--- config.mk ---
export PLATFORM = sky130hd
export DESIGN_NAME = decoder_3x8
export DESIGN_NICKNAME = d
export VERILOG_FILES = /design/src/rtl/decoder_3x8_pkg.sv /design/src/rtl/decoder_3x8_core.sv /design/src/rtl/decoder_3x8.sv
export SDC_FILE = /design/constraint.sdc
export NUM_CORES = 1
export LEC_CHECK = 0
export ABC_AREA = 1
export CORE_AREA = 2 2 39 41
export CTS_CLUSTER_SIZE = 8
export DETAILED_ROUTE_END_ITERATION = 16
export DIE_AREA = 0 0 41 43
export PLACE_DENSITY = 0.53
export SLEW_MARGIN = 20
export SYNTH_ARGS = -nofsm -noshare
export SYNTH_HDL_FRONTEND = slang
export SYNTH_SLANG_ARGS = --single-unit
--- constraint.sdc ---
create_clock -name clk -period 0.8 [get_ports clk]
set_input_delay 0.16 -clock clk [delete_from_list [all_inputs] [get_ports clk]]
set_output_delay 0.16 -clock clk [all_outputs]
set_load 0.05 [all_outputs]
--- src/rtl/decoder_3x8_pkg.sv ---
// decoder_3x8_pkg: shared widths and the active-high one-hot helper
package decoder_3x8_pkg;
  localparam int SEL_W = 3;
  localparam int OUT_W = 8;
  function automatic logic [OUT_W-1:0] onehot_of(input logic [SEL_W-1:0] sel);
    return OUT_W'(1) << sel;
  endfunction
endpackage

--- src/rtl/decoder_3x8_core.sv ---
// decoder_3x8_core: combinational map of select index to active-high one-hot
module decoder_3x8_core
  import decoder_3x8_pkg::*;
(
  input  logic [SEL_W-1:0] I,
  output logic [OUT_W-1:0] onehot
);
  assign onehot = onehot_of(I);
endmodule

--- src/rtl/decoder_3x8.sv ---
// decoder_3x8: registered 3-to-8 decoder with polarity option; DECODER_3X8_ONEHOT_CHK_EN adds sticky one-hot checker output err
module decoder_3x8
  import decoder_3x8_pkg::*;
#(
  parameter bit OUT_ACTIVE_LOW = 1'b0
) (
  input  logic             clk,
  input  logic             rst,
  input  logic             en,
  input  logic [SEL_W-1:0] I,
  output logic [OUT_W-1:0] out,
  output logic             valid
`ifdef DECODER_3X8_ONEHOT_CHK_EN
  ,
  output logic             err
`endif
);
  localparam logic [OUT_W-1:0] INACTIVE = {OUT_W{OUT_ACTIVE_LOW}};
  logic [OUT_W-1:0] hot;
  decoder_3x8_core u_core (.I(I), .onehot(hot));
  // capture decode (polarity applied) or fall back to the inactive pattern
  always_ff @(posedge clk) begin
    if (rst) begin
      out   <= INACTIVE;
      valid <= 1'b0;
    end else begin
      out   <= en ? hot ^ INACTIVE : INACTIVE;
      valid <= en;
    end
  end
`ifdef DECODER_3X8_ONEHOT_CHK_EN
  logic [OUT_W-1:0] norm;
  logic             bad;
  assign norm = out ^ INACTIVE;
  assign bad  = valid && (norm == '0 || (norm & (norm - OUT_W'(1))) != '0);
  // latch any integrity violation until reset
  always_ff @(posedge clk) begin
    if (rst) err <= 1'b0;
    else if (bad) err <= 1'b1;
  end
`endif
endmodule

* Word-level counts from Yosys, hierarchy flattened
Index checks and enable logic that the tools add are counted.
** Word-level totals
- Memory bits (read-only) :: 0
- Bits of input ports :: 6
- Memories :: 0
- Output and inout port bits :: 9
- Latch bits :: 0
- Word-level logic and storage cells :: 5
- Bits in registers :: 9
- RAM bits :: 0
** Operators by class
- Equal/unequal tests :: 0
- $add $sub $neg :: 0
- Muxes and demuxes :: 0
- Div/mod/pow operators :: 0
- $lt $le $gt $ge :: 0
- Multipliers :: 0
- Bitwise logic cells :: 1
- Reductions and logical operators :: 1
- Shift-type cells :: 1
** Operators with widths (number)
- $shl A1 B3 Y8 const A :: 1
- $reduce_or A2 Y1 :: 1
- $not A1 Y1 :: 1

* Longest topological paths before layout
- Depth in word-level cells :: 2
- Mapped depth :: 3

* Cells and area by module
Synthesis repeated with hierarchy kept, for this count alone.
** Unflattened totals
- Cells, all modules :: 43
- Area total of the unflattened synthesis :: 315.3 µm²
** By module, submodules not included
- decoder_3x8 :: area an instance 259.0 µm², instances 1, sequential area each 180.2 µm², cells each 28
- decoder_3x8_core :: area an instance 56.3 µm², instances 1, sequential area each 0.0 µm², cells each 15

* Least setup slack after synthesis
OpenSTA, ideal clock, no wires.
- Path kind :: register to output
- Start :: register out[0]
- End :: output port out[0]
- Buffers on the path :: 0
- Slack :: 53 ps
- Arrival :: 587 ps
- Cell stages (with the launch flop) :: 1
- Data required time :: 640 ps
- Cells stage by stage :: dfxtp_1
** RTL lines
- start: declaration :: RTL line decoder_3x8.sv:11 : output logic [OUT_W-1:0] out,
- start signal: assignment :: RTL line decoder_3x8.sv:27 : out <= en ? hot ^ INACTIVE : INACTIVE;
No word-level cell between the ends.

* Worst setup path in the final report
- Start :: register out[0]
- End :: output port out[0]
No word-level cell between the ends.

==> qor.txt <==
Outcome -> finished with violations
Peak VDD IR -> 0.5647 mV
Min-Delay Path Class -> primary input to register
Highest-delay cell along the critical path -> dfxtp_2
Yosys reg bits -> 9
Final Worst Setup Slack -> -0.08575 ns
Number of vias per cell -> 3.651
Final Critical Period -> 0.8858 ns
First DRT Iteration DRCs -> 6
# diodes -> 0
Placed wire-length estimate -> 378.5 um
Global placer's final weighted congestion -> 0.7844
Area Overhead vs Synth -> 107.5%
Final setup violation count -> 9
Clock buffer depth -> 2
Die width -> 41 um
Drt first pass iters -> 4
Worst path bufs/invs -> 1
Total GRT Usage -> 0.06452
Synth cell types -> 5
Layout Cells excl Fill -> 63
Required @ worst endpoint -> 0.64 ns
Fin util -> 0.4014
Num rows -> 14
Setup_tns -> -0.7067 ns
Dpl cells -> 59
WHS -> 0.4591 ns
Final worst path period share -> 1.107
CP cell instances -> buf_12
Vias in the first global route -> 202
Pin count of the biggest net entering global routing -> 6
Leak -> 0.2386 nW
Remaining DRCs -> 0
Initial antenna violation count -> 0
Sequential-to-total area share from yosys stat -> 0.6729
Met1 usage -> 0.08143
Slew @ Worst Pin -> 0.1423 ns
IO Port Bufs -> 14
Kind of cell adding the most delay to the critical path -> flip-flops
PwrDens -> 1664 nW/um2
TritonCTS clock tree -> built
Reg clk slew, reported paths -> 0.06 ns
Count of pins over their slew limit -> 0
RSZ-0062 raised after global routing -> true
Max-Cap Viols -> 0
Met2 GRT Util -> 0.07500
Crit-path max FO -> 1
Gr busiest metal -> met1
Most frequent cells in the layout -> 9 x nor2_1, 9 x dfxtp_2, 9 x buf_12
First-pass GRT wire length -> 717 um
Clock sinks -> 9
CTS root buffer -> clkbuf_4
Worst Path Arrival -> 0.73 ns
Synth warn -> 0
Gr ovfl total -> 0
Nets -> 54
Fill cells -> 140
Final Hold Fails -> 0
DR vias -> 230
CP peak stage delay -> 0.34 ns
Failing checks -> setup timing
Layout cells sized above 1 -> 0.4894
H-tree depth -> 1
Die outline height -> 43 um
Worst Path Class, Setup -> register to output pin
CTS buffer count -> 3
CORE AREA -> 1384 um2
Overall Power -> 0.9244 mW
Worst Min Path Start -> rst
Final ANT Viol Nets -> 0
Die area -> 1763 um2
GRT met3 Usage -> 0.03141
# IOs -> 15
Syn Inst Count -> 29
Post-Syn Area -> 267.8 um2
Syn nets -> 35
Average instance area after synthesis -> 9.233 um2
CP Capture Type -> output pin
Routed wire length per instance -> 7.079 um
F_max -> 1.129 GHz
Slew HR -> 0.9048
Setup crit start kind -> register
Origin of the worst setup path -> out[0]$_SDFF_PP0_
Post-Route WL -> 446 um
Hold Buf Count CTS -> 0
Initial Utilization -> 0.1935
==> final timing paths <==
check | end | slack, ns | cells after the start
max | out[0] | -0.09 | 1
min | valid$_SDFF_PP0_ | 0.46 | 2
==> what timing repair did <==
action / in CTS / in global routing
buffers inserted: 0 / 0
setup endpoints to repair: 9 / 9
resized for setup: 9 / 0
==> routing by layer <==
layer  wire (um)  share of wire
met1         192           0.43
met2         197           0.44
met3          47           0.11
met4           9          0.020
met5           0              0
==> Yosys cell counts (all sizes together) <==
cell type | number | share of area
dfxtp | 9 | 0.67
nor2 | 9 | 0.13
inv | 5 | 0.070
nand2 | 4 | 0.056
nand3 | 2 | 0.075
==> sequential cells by signal (all words and copies together), names as in the netlist <==
signal  cells
out         8
valid       1
==> power by group <==
part | internal, mW | switching (mW) | total (mW)
sequential | 0.460 | 0.00728 | 0.467
clock | 0.191 | 0.140 | 0.331
combinational | 0.0644 | 0.0625 | 0.127
total | 0.715 | 0.209 | 0.924
==> final cells by class <==
cell class	count	area (um2)	share of cell area
timing repair buffer	14	230.2	0.4144
sequential	9	191.4	0.3446
multi-input combinational	15	68.82	0.1239
clock buffer	4	26.28	0.04730
tap	16	20.02	0.03604
inverter	5	18.77	0.03378
==> per-stage QoR <==
stage               setup WS [ns]  area, um2
global route              -0.1058      555.5
finish                   -0.08575      555.5
CTS                      -0.09888      555.5
floorplan                 0.05267      267.8
global placement          -0.1816      518.0
detailed placement        -0.1915      518.0
==> cell families after synthesis <==
logic type | Yosys count | synth area share
buffers and inverters | 5 | 0.07010
and+or+nand+nor | 15 | 0.2570
DFF | 9 | 0.6729
No activity file was read; power rests on OpenSTA's default activity.
